<file path="src/rtl/sudoku_pkg.sv">
// Shared types and helpers for the Sudoku game controller.
package sudoku_pkg;

    typedef enum logic [3:0] {
        ST_SET_DIFF   = 4'd0,
        ST_FILL_BOARD = 4'd1,
        ST_REG_INP    = 4'd2,
        ST_GUESS      = 4'd3,
        ST_CHECK      = 4'd4,
        ST_WRONG      = 4'd5,
        ST_FIN        = 4'd6,
        ST_LOST       = 4'd7
    } state_e;

    localparam logic [1:0] DIFF_EASY   = 2'b00;
    localparam logic [1:0] DIFF_MED    = 2'b01;
    localparam logic [1:0] DIFF_HARD   = 2'b10;
    localparam logic [1:0] DIFF_EXPERT = 2'b11;

    // Cell index width; never below one bit so tiny boards still elaborate.
    function automatic int idx_width(input int n);
        return (n <= 2) ? 1 : $clog2(n);
    endfunction

endpackage

</file>
<file path="src/rtl/sudoku_game_ctrl_board_filler.sv">
// Random pre-fill of the board: filters duplicates and out-of-range indices,
// keeps the locked-cell bitmap and emits one write strobe per new cell.
module board_filler
    import sudoku_pkg::*;
#(
    parameter int N_CELLS = 16,
    parameter int IDX_W   = idx_width(N_CELLS)
) (
    input  logic               clka,
    input  logic               restart_n,
    input  logic               start,
    input  logic               active,
    input  logic [IDX_W:0]     target,
    input  logic [IDX_W-1:0]   rand_idx,
    output logic               fill_done,
    output logic               fill_we,
    output logic [IDX_W-1:0]   fill_idx,
    output logic [N_CELLS-1:0] fill_flag
);

    localparam int CNT_W = IDX_W + 1;

    logic [N_CELLS-1:0] hit;
    logic [N_CELLS-1:0] flag_q, flag_d;
    logic [CNT_W-1:0]   count_q, count_d, count_inc;
    logic               fill_we_q, fill_we_d;
    logic [IDX_W-1:0]   fill_idx_q, fill_idx_d;
    logic               free, not_full, accept;

    // One-hot decode of the random index; an out-of-range index decodes to all zeros.
    genvar gi;
    generate
        for (gi = 0; gi < N_CELLS; gi++) begin : g_dec
            assign hit[gi] = (rand_idx == IDX_W'(gi));
        end
    endgenerate

    // Accept a new unlocked cell while the target is not yet reached.
    always_comb begin
        free       = |(hit & ~flag_q);
        not_full   = (count_q != target);
        accept     = active && not_full && free;
        count_inc  = count_q + CNT_W'(1);
        fill_done  = active && (!not_full || (accept && (count_inc == target)));
        flag_d     = flag_q;
        count_d    = count_q;
        fill_idx_d = fill_idx_q;
        fill_we_d  = accept;
        if (start) begin
            flag_d  = '0;
            count_d = '0;
        end else if (accept) begin
            flag_d     = flag_q | hit;
            count_d    = count_inc;
            fill_idx_d = rand_idx;
        end
    end

    // Bitmap, counter and write-port registers.
    always_ff @(posedge clka or negedge restart_n) begin
        if (!restart_n) begin
            flag_q     <= '0;
            count_q    <= '0;
            fill_we_q  <= 1'b0;
            fill_idx_q <= '0;
        end else begin
            flag_q     <= flag_d;
            count_q    <= count_d;
            fill_we_q  <= fill_we_d;
            fill_idx_q <= fill_idx_d;
        end
    end

    assign fill_we   = fill_we_q;
    assign fill_idx  = fill_idx_q;
    assign fill_flag = flag_q;

endmodule

</file>
<file path="src/rtl/sudoku_game_ctrl.sv">
// Game sequencer: difficulty select, board pre-fill, guess/check loop,
// life tracking and win/loss reporting.
module sudoku_game_ctrl
    import sudoku_pkg::*;
#(
    parameter int N_CELLS   = 16,
    parameter int IDX_W     = idx_width(N_CELLS),
    parameter int EASY_FILL = 10,
    parameter int MED_FILL  = 8,
    parameter int HARD_FILL = 6,
    parameter int MAX_WRONG = 3
) (
    input  logic               clka,
    input  logic               restart_n,
    input  logic               enter,
    input  logic [1:0]         difficulty,
    input  logic [IDX_W-1:0]   rand_idx,
    input  logic               check_done,
    input  logic               solved,
    output logic [3:0]         state,
    output logic               dp_check,
    output logic               fill_we,
    output logic [IDX_W-1:0]   fill_idx,
    output logic [N_CELLS-1:0] fill_flag,
    output logic [IDX_W-1:0]   wrong_cnt,
    output logic               won,
    output logic               lost
);

    localparam int CNT_W = IDX_W + 1;

    generate
        if (EASY_FILL > N_CELLS || MED_FILL > N_CELLS || HARD_FILL > N_CELLS) begin : g_fill_err
            $error("fill count exceeds N_CELLS");
        end
        if (MAX_WRONG == 0 || MAX_WRONG >= (1 << IDX_W)) begin : g_wrong_err
            $error("MAX_WRONG must be nonzero and fit in IDX_W");
        end
    endgenerate

    state_e           state_q, state_d;
    logic [1:0]       mode_q, mode_d;
    logic [IDX_W-1:0] wrong_cnt_q, wrong_cnt_d, wrong_inc;
    logic             dp_check_q, dp_check_d;
    logic             won_q, won_d;
    logic             lost_q, lost_d;
    logic [CNT_W-1:0] target;
    logic [IDX_W-1:0] lives;
    logic             start_fill, fill_done;

    // Fill target and life limit follow the latched mode; both are stable for the whole game.
    always_comb begin
        case (mode_q)
            DIFF_EASY: target = CNT_W'(EASY_FILL);
            DIFF_MED:  target = CNT_W'(MED_FILL);
            default:   target = CNT_W'(HARD_FILL);
        endcase
        lives = (mode_q == DIFF_EXPERT) ? IDX_W'(1) : IDX_W'(MAX_WRONG);
    end

    // Next-state and registered-output decode.
    always_comb begin
        state_d     = state_q;
        mode_d      = mode_q;
        wrong_cnt_d = wrong_cnt_q;
        start_fill  = 1'b0;
        wrong_inc   = (wrong_cnt_q == '1) ? wrong_cnt_q : wrong_cnt_q + IDX_W'(1);
        dp_check_d  = (state_q == ST_CHECK);
        won_d       = (state_q == ST_FIN);
        lost_d      = (state_q == ST_LOST);
        case (state_q)
            ST_SET_DIFF: if (enter) begin
                mode_d      = difficulty;
                wrong_cnt_d = '0;
                start_fill  = 1'b1;
                state_d     = ST_FILL_BOARD;
            end
            ST_FILL_BOARD: if (fill_done) state_d = ST_REG_INP;
            ST_REG_INP:    if (enter) state_d = ST_GUESS;
            ST_GUESS:      if (enter) state_d = ST_CHECK;
            ST_CHECK: if (check_done) begin
                if (solved) begin
                    state_d = ST_FIN;
                end else begin
                    wrong_cnt_d = wrong_inc;
                    state_d     = (wrong_inc == lives) ? ST_LOST : ST_WRONG;
                end
            end
            ST_WRONG:       if (enter) state_d = ST_REG_INP;
            ST_FIN, ST_LOST: if (enter) state_d = ST_SET_DIFF;
            default:        state_d = ST_SET_DIFF;
        endcase
    end

    // Controller state register.
    always_ff @(posedge clka or negedge restart_n) begin
        if (!restart_n) begin
            state_q     <= ST_SET_DIFF;
            mode_q      <= 2'b00;
            wrong_cnt_q <= '0;
            dp_check_q  <= 1'b0;
            won_q       <= 1'b0;
            lost_q      <= 1'b0;
        end else begin
            state_q     <= state_d;
            mode_q      <= mode_d;
            wrong_cnt_q <= wrong_cnt_d;
            dp_check_q  <= dp_check_d;
            won_q       <= won_d;
            lost_q      <= lost_d;
        end
    end

    board_filler #(
        .N_CELLS (N_CELLS),
        .IDX_W   (IDX_W)
    ) u_filler (
        .clka      (clka),
        .restart_n (restart_n),
        .start     (start_fill),
        .active    (state_q == ST_FILL_BOARD),
        .target    (target),
        .rand_idx  (rand_idx),
        .fill_done (fill_done),
        .fill_we   (fill_we),
        .fill_idx  (fill_idx),
        .fill_flag (fill_flag)
    );

    assign state     = state_q;
    assign dp_check  = dp_check_q;
    assign wrong_cnt = wrong_cnt_q;
    assign won       = won_q;
    assign lost      = lost_q;

endmodule

</file>
<file path="config.mk">
export PLATFORM = sky130hd
export DESIGN_NAME = sudoku_game_ctrl
export DESIGN_NICKNAME = d
export VERILOG_FILES = /design/src/rtl/sudoku_pkg.sv /design/src/rtl/sudoku_game_ctrl_board_filler.sv /design/src/rtl/sudoku_game_ctrl.sv
export SDC_FILE = /design/constraint.sdc
export NUM_CORES = 1
export LEC_CHECK = 0
export ABC_AREA = 1
export BUFFER_PORTS_ARGS = -buffer_cell sky130_fd_sc_hd__buf_2
export CAP_MARGIN = 20
export CORE_ASPECT_RATIO = 0.5
export CORE_MARGIN = 8
export CORE_UTILIZATION = 45
export CTS_CLUSTER_DIAMETER = 100
export DETAILED_ROUTE_END_ITERATION = 12
export GPL_TIMING_DRIVEN = 0
export PLACE_DENSITY = 0.67
export SLEW_MARGIN = 0
export SYNTH_ARGS = -nofsm -noshare
export SYNTH_HDL_FRONTEND = slang
export SYNTH_SLANG_ARGS = --single-unit
</file>
<file path="constraint.sdc">
create_clock -name clka -period 1.86 [get_ports clka]
set_clock_uncertainty 0.1 [all_clocks]
set_input_delay 0.186 -clock clka [delete_from_list [all_inputs] [get_ports clka]]
set_output_delay 0.186 -clock clka [all_outputs]
set_load 0.005 [all_outputs]
</file>
==> flow_summary.toml, run 1 <==
[floorplan]
num_rows = 17
fp.dieW_um = 113
floorplan.die.height_um = 64.6
die_footprint_um2 = 7310
i_o_pin_cnt = 43
floorplan.initialDensity_pct = 47.6
fp.coreArea_um2 = 4470

[critical_path]
worstPathMaxFanout = 4
cp_data_required_time_ps = 1990
worst_r2r_endpoint = "state[1]"
r2r_cells = 12
arrival_ps = 1900
timing.reg2reg.setup_slack_ps = 90
worst_r2r_startpoint = "u_filler.count_q[0]"
critPathCaptureType = "flip-flop"
crit_path_start_kind = "flip-flop"
worstSetupPathType = "flip-flop to flip-flop"

[power]
clock_power_share_pct = 22.4
seqPwrFrac_pct = 33.1
p_leak_nw = 1.41
vdd_drop_max_mv = 0.554
p_sw_mw = 1.47
pwr-share-comb_pct = 44.5
p_int_mw = 2.43
p_sw_share_pct = 37.7
power_per_cell_area_nw_per_um2 = 1430

[timing]
timing.slew.headroom_pct = 42.4
finalHoldViolCount = 0
grt_setup_unrepaired = "true"
fin_crit_sh_pct = 95.1
report.final.slew_viol_count = 0
max_freq_mhz = 566
tightestPinTransition_ps = 864
finalWorstPathRequiredPeriod_ps = 1770
setup_viol = 0
setup_slack_ps = 91.8
final_setup_tns_ps = 0

[synth]
synth_simple_gate_area_share_pct = 29.6
avgSynthCellArea_um2 = 7.65
yosysWarningCount = 0
post-synth-top-area-cell = "sky130_fd_sc_hd__dfrtp_1"
mappedNetlistNets = 291
ys_dominant_reg_cell = "sky130_fd_sc_hd__dfrtp_1"
synth-edff-count = 0
ys_seq_area_share_pct = 44.7
dominant_combinational_cell_family_by_area_after_synthesis = "simple AND/OR/NAND/NOR gates"
number_of_different_library_cells_in_the_post_synthesis_netlist = 29
postSynth.asyncResetShare_pct = 100
synth_cells = 278
synth_seq_cells = 38
synth_mux_area_share_pct = 0
post_synth_fa_ha_maj_area_fraction_pct = 1.18
area_fraction_in_compound_gates_after_synthesis_pct = 13.4
synth.top_cell.area_share_pct = 44.7
ys_top_cells_by_area = "sky130_fd_sc_hd__dfrtp_1, sky130_fd_sc_hd__nand2_1, sky130_fd_sc_hd__nand3_1"
total_standard_cell_area_after_synthesis_um2 = 2130
synth_xor_area_share_pct = 0.824

[hold_path]
worst_hold_startpoint = "rand_idx[3]"
min_delay_path_depth = 3
worst_hold_path_endpoint = "u_filler.fill_idx[3]"
classification_of_the_worst_slack_hold_path = "primary input to flip-flop"

[grt]
grt_usage_pct = 14.1
overflow = 0
antenna_violations_before_repair = 0
grt_start_max_net_pins = 39
first_global_vias = 1853
first_pass_grt_wire_length_mm = 8.57

[drt]
drt_iter0_drc = 78
drc = 0
detail_route.vias_per_cell = 5.11
routed_wirelength_mm = 5.16
wl_per_cell_um = 13.0
final_antenna_net_count = 0
num_vias = 2024
dr_pass1_iterations = 4

[placed_design]
postPlaceCellArea_um2 = 2400
buffer_ports.inserted = 41
placed_instance_count = 376
dp_hpwl_mm = 3.67
pre_cts_slack_ps = -27.4
finalWeightedCongestion = 0.807

[clock_network]
cts_tree = "built"
clock_tree.root_cell = "sky130_fd_sc_hd__clkbuf_8"
clkLatencyLatePin_ps = 290
cts_clock_pin_slew_for_the_worst_setup_and_hold_paths_ps = 80
ctsLongestPathBuffers = 2
number_of_sinks_handled_by_clock_tree_synthesis = 38
cts_htree_levels = 2
cts_inserted_buffers = 5

[layout]
finalNonFillerCells = 396
final_area_um2 = 2730
drive_gt1_share_pct = 30.4
n_fill_cell = 396
diodes_inserted = 0
finish.net_count = 351
syn_to_final_growth_pct = 28.3

[job]
maxCapViolations = 0

[outcome]
run_status = "finished, final reports clean"
-- sequential cells by signal, summed over array words and instances, names as in the netlist --
name	cells
u_filler.count_q	5
lost	1
wrong_cnt	4
dp_check	1
state	3
u_filler.fill_idx	4
mode_q	2
won	1
u_filler.fill_flag	16
u_filler.fill_we	1
-- timing repair --
item                                    in CTS  in global routing
hold endpoints to repair                    40                  0
resized for setup                            5                 24
hold buffers                                 3                  0
endpoints found under the setup margin      21                 30
gates cloned                                 0                  1
pin swaps                                    1                  8
setup buffers                                1                  7
-- synthesized netlist by cell type (2+ instances only) --
| cell | n |
|---|---|
| sky130_fd_sc_hd__o21ai_0 | 19 |
| sky130_fd_sc_hd__nor3_1 | 4 |
| sky130_fd_sc_hd__o22ai_1 | 3 |
| sky130_fd_sc_hd__buf_2 | 3 |
| sky130_fd_sc_hd__ha_1 | 2 |
| sky130_fd_sc_hd__buf_6 | 2 |
| sky130_fd_sc_hd__o22ai_2 | 10 |
| sky130_fd_sc_hd__nand2_1 | 79 |
| sky130_fd_sc_hd__nor2_2 | 4 |
| sky130_fd_sc_hd__nor2_4 | 2 |
| sky130_fd_sc_hd__inv_2 | 6 |
| sky130_fd_sc_hd__nor2_1 | 18 |
| sky130_fd_sc_hd__a21oi_1 | 3 |
| sky130_fd_sc_hd__inv_1 | 38 |
| sky130_fd_sc_hd__nand3_1 | 32 |
| sky130_fd_sc_hd__nand4_1 | 3 |
| sky130_fd_sc_hd__dfrtp_1 | 38 |
-- power groups by stage --
stage / Combinational, mW / Sequential, mW / Clock, mW
floorplan: 0.976 / 1.30 / 0
global placement: 1.44 / 1.29 / 0
detailed placement: 1.48 / 1.29 / 0
CTS: 1.53 / 1.28 / 0.894
global route: 1.94 / 1.33 / 0.930
finish: 1.74 / 1.29 / 0.876
-- cell families (layout without fill, tap and decap cells) --
family	count (synthesis)	count (layout)
XOR/XNOR	2	2
flip-flops	38	38
other	1	1
buffers and inverters	51	112
adder cells (fa/ha/maj)	2	2
AND/OR/NAND/NOR	145	145
AO/OA/AOI/OAI	39	39
-- metrics by stage --
step	util [%]	power, mW	hold slack, ps
global placement	53.8	2.74	239
finish	61.0	3.90	76.6
detailed placement	53.8	2.78	250
global route	61.0	4.20	71.4
CTS	58.1	3.71	67.2
floorplan	-	2.27	-210
-- placed cells by master, fill, tap and decap left out, types with 2 or more instances in the layout --
| cell | count |
|---|---|
| sky130_fd_sc_hd__o21ai_0 | 17 |
| sky130_fd_sc_hd__clkbuf_8 | 6 |
| sky130_fd_sc_hd__a21oi_1 | 3 |
| sky130_fd_sc_hd__dlygate4sd3_1 | 3 |
| sky130_fd_sc_hd__nand3_1 | 30 |
| sky130_fd_sc_hd__bufinv_16 | 2 |
| sky130_fd_sc_hd__nand2_1 | 76 |
| sky130_fd_sc_hd__nand3_2 | 2 |
| sky130_fd_sc_hd__dfrtp_1 | 34 |
| sky130_fd_sc_hd__nor2_2 | 3 |
| sky130_fd_sc_hd__nand4_1 | 3 |
| sky130_fd_sc_hd__nand2_2 | 3 |
| sky130_fd_sc_hd__o22ai_2 | 10 |
| sky130_fd_sc_hd__nor2_1 | 17 |
| sky130_fd_sc_hd__buf_2 | 43 |
| sky130_fd_sc_hd__nor2_4 | 4 |
| sky130_fd_sc_hd__inv_2 | 7 |
| sky130_fd_sc_hd__buf_6 | 2 |
| sky130_fd_sc_hd__buf_4 | 9 |
| sky130_fd_sc_hd__dfrtp_2 | 4 |
| sky130_fd_sc_hd__inv_1 | 37 |
| sky130_fd_sc_hd__o22ai_1 | 3 |
| sky130_fd_sc_hd__o21ai_1 | 2 |
| sky130_fd_sc_hd__nor3_1 | 4 |
-- area by class of cell --
class	instances	area, um^2	area share (%)
clock buffer	6	82.6	3.03
sequential	38	956	35.1
multi-input combinational	189	1020	37.5
tap	57	71.3	2.62
buffer	7	63.8	2.34
inverter	44	165	6.06
timing repair buffer	53	304	11.2
clock inverter	2	60.1	2.20
-- critical path: stages, from the launching register on --
cell and delay, ps:
sky130_fd_sc_hd__dfrtp_2 450, sky130_fd_sc_hd__ha_4 280, sky130_fd_sc_hd__inv_1 40, sky130_fd_sc_hd__nand2_1 70, sky130_fd_sc_hd__nand3_2 60, sky130_fd_sc_hd__nor2_1 80, sky130_fd_sc_hd__nand2_1 50, sky130_fd_sc_hd__nor2_1 100
sky130_fd_sc_hd__o21ai_1 80, sky130_fd_sc_hd__nand2_1 140, sky130_fd_sc_hd__buf_6 120, sky130_fd_sc_hd__nand3_1 60, sky130_fd_sc_hd__nand2_1 70
-- layer usage --
layer	up-vias	track usage (%)	share of wire, %	routed length (um)
li1	1011	-	-	-
met1	957	17.0	46	2390
met2	50	23.0	46	2380
met3	6	5.36	6.8	350
met4	0	4.61	0.85	44
met5	-	0	0	0
-- how the worst max path moves through the flow --
stage	cells past startpoint	slack, ps	endpoint	from
floorplan	11	210	state[1]	u_filler.count_q[0]
global placement	8	10	wrong_cnt[0]	state[2]
detailed placement	8	-30	wrong_cnt[0]	state[2]
CTS	9	5	u_filler.fill_flag[6]	u_filler.count_q[2]
global route	10	-10	u_filler.fill_flag[11]	u_filler.count_q[2]
finish	12	90	state[1]	u_filler.count_q[0]
(Power assumes the default switching activity.)
==> run 2, diff against run 1 <==
==> constraint.sdc (replaced) <==
create_clock -name clka -period 1.86 [get_ports clka]
set_clock_uncertainty 0.1 [all_clocks]
set_input_delay 0.279 -clock clka [delete_from_list [all_inputs] [get_ports clka]]
set_output_delay 0.279 -clock clka [all_outputs]
set_load 0.005 [all_outputs]
==> run 2 against run 1 <==
Net effect:
- worst hold slack got worse by 79 ps
- final area fell by 1.1%
- combinational power barely moved
- the run now ends with negative hold slack left
- sequential power barely moved
==> flow_summary.toml, run 2 (synthesis gave the netlist of run 1 again) <==
[outcome]
run_status = "complete, but fails checks"
violations_in_the_final_reports = "negative hold slack"

[layout]
final_area_um2 = 2700
diodes_inserted = 0
syn_to_final_growth_pct = 26.8
flip_flop_count_of_the_largest_register_all_copies_and_words_added = 16
drive_gt1_share_pct = 30.7
most-common-layout-cells = "sky130_fd_sc_hd__nand2_1, sky130_fd_sc_hd__buf_2, sky130_fd_sc_hd__inv_1"
finalNonFillerCells = 393
finish.net_count = 348
layout_commonest_cell = "sky130_fd_sc_hd__nand2_1"

[drt]
routed_wirelength_mm = 5.16
detail_route.vias_per_cell = 5.10
drt_iter0_drc = 98
wl_per_cell_um = 13.1
drc = 0
num_vias = 2003
dr_pass1_iterations = 4
final_antenna_net_count = 0

[grt]
first_pass_grt_wire_length_mm = 8.52
overflow = 0
grt_start_max_net_pins = 39
antenna_violations_before_repair = 0
first_global_vias = 1845
grt_usage_pct = 14.0

[power]
p_leak_nw = 1.40
power_per_cell_area_nw_per_um2 = 1450
totalPowerFinal_mw = 3.90
vdd_drop_max_mv = 0.554

[clock_network]
ctsLongestPathBuffers = 2
clock_tree.root_cell = "sky130_fd_sc_hd__clkbuf_8"
cts_tree = "built"
cts_inserted_buffers = 5
number_of_sinks_handled_by_clock_tree_synthesis = 38
cts_htree_levels = 2
cts_clock_pin_slew_for_the_worst_setup_and_hold_paths_ps = 80
cts.hold.buffers_added = 0
clkLatencyLatePin_ps = 290

[placed_design]
buffer_ports.inserted = 41
finalWeightedCongestion = 0.807
postPlaceCellArea_um2 = 2400
dp_hpwl_mm = 3.67
placed_instance_count = 376

[floorplan]
floorplan.die.height_um = 64.6
die_footprint_um2 = 7310
fp.dieW_um = 113
fp.coreArea_um2 = 4470
num_rows = 17
i_o_pin_cnt = 43
floorplan.initialDensity_pct = 47.6

[timing]
finalWorstPathRequiredPeriod_ps = 1770
grt_setup_unrepaired = "true"
finalHoldViolCount = 6
fin_crit_sh_pct = 95.0
timing.slew.headroom_pct = 42.5
setup_viol = 0
report.final.slew_viol_count = 0
tightestPinTransition_ps = 862
fin_worst_hold_slack_ps = -2.03
max_freq_mhz = 566

[critical_path]
crit_path_start_kind = "flip-flop"
r2r_cells = 12
worst_r2r_startpoint = "u_filler.count_q[0]"
worst_r2r_endpoint = "state[1]"
worstPathMaxFanout = 4
arrival_ps = 1900
worstSetupPathType = "flip-flop to flip-flop"
critPathCaptureType = "flip-flop"
timing.reg2reg.setup_slack_ps = 90
cp_data_required_time_ps = 1990

[hold_path]
classification_of_the_worst_slack_hold_path = "primary input to async pin"

[job]
maxCapViolations = 0
run 2: cell types whose count changed in the layout (fill, tap and decap cells not counted), sizes merged:
cell | previous run | this run
dlygate4sd3 | 3 | 0
run 2: power by group:
part           total, mW  switching, mW  internal [mW]
logic               1.73          0.972          0.759
registers           1.29          0.199           1.09
clock network      0.874          0.302          0.572
total               3.90           1.47           2.43
run 2: worst max-delay path, cell delays in order (launching register included):
cell and delay (ps):
sky130_fd_sc_hd__dfrtp_2 450, sky130_fd_sc_hd__ha_4 280, sky130_fd_sc_hd__inv_1 40, sky130_fd_sc_hd__nand2_1 70, sky130_fd_sc_hd__nand3_2 60, sky130_fd_sc_hd__nor2_1 80
sky130_fd_sc_hd__nand2_1 50, sky130_fd_sc_hd__nor2_1 100, sky130_fd_sc_hd__o21ai_1 80, sky130_fd_sc_hd__nand2_1 140, sky130_fd_sc_hd__buf_6 120, sky130_fd_sc_hd__nand3_1 60
sky130_fd_sc_hd__nand2_1 70
run 2: metrics by stage:
| step | hold slack, ps | util [%] | worst slack, ps | TNS, ps |
|---|---|---|---|---|
| 2_1_floorplan | -117 | - | 209 | 0 |
| 3_3_place_gp | 332 | 53.8 | 11.9 | 0 |
| 3_5_place_dp | 343 | 53.8 | -27.4 | -134 |
| 4_1_cts | 24.6 | 57.4 | 4.54 | 0 |
| 5_1_grt | 71.8 | 60.4 | -9.57 | -20.1 |
| 6_report | -2.03 | 60.4 | 92.4 | 0 |
run 2: worst max-delay path by stage:
| stage | startpoint | to | slack, ps | cells past startpoint |
|---|---|---|---|---|
| final | u_filler.count_q[0] | state[1] | 90 | 12 |
| after global routing | u_filler.count_q[2] | u_filler.fill_flag[11] | -10 | 10 |
| after CTS | u_filler.count_q[2] | u_filler.fill_flag[6] | 5 | 9 |
| after detailed placement | state[2] | wrong_cnt[0] | -30 | 8 |
| after global placement | state[2] | wrong_cnt[0] | 10 | 8 |
| after floorplan | u_filler.count_q[0] | state[1] | 210 | 11 |
run 2: cell type report:
cell class	instances	area [um^2]
multi-input combinational	189	1020
inverter	44	165
buffer	7	63.8
sequential	38	956
clock inverter	2	60.1
timing repair buffer	50	274
fill	398	1770
tap	57	71.3
clock buffer	6	82.6
run 2: what timing repair did:
| item | in CTS | in global routing |
|---|---|---|
| hold endpoints to repair | 0 | 0 |
| setup endpoints to repair | 21 | 30 |
| setup buffers | 1 | 7 |
| pin swaps | 1 | 8 |
| resized for setup | 5 | 24 |
| cloned | 0 | 1 |
run 2: metal layers:
layer | GRT usage (%) | vias to the layer above | wire length [um]
met4 | 4.61 | 0 | 44
li1 | - | 1003 | -
met2 | 23.0 | 40 | 2390
met3 | 5.36 | 6 | 329
met5 | 0 | - | 0
met1 | 16.8 | 954 | 2400
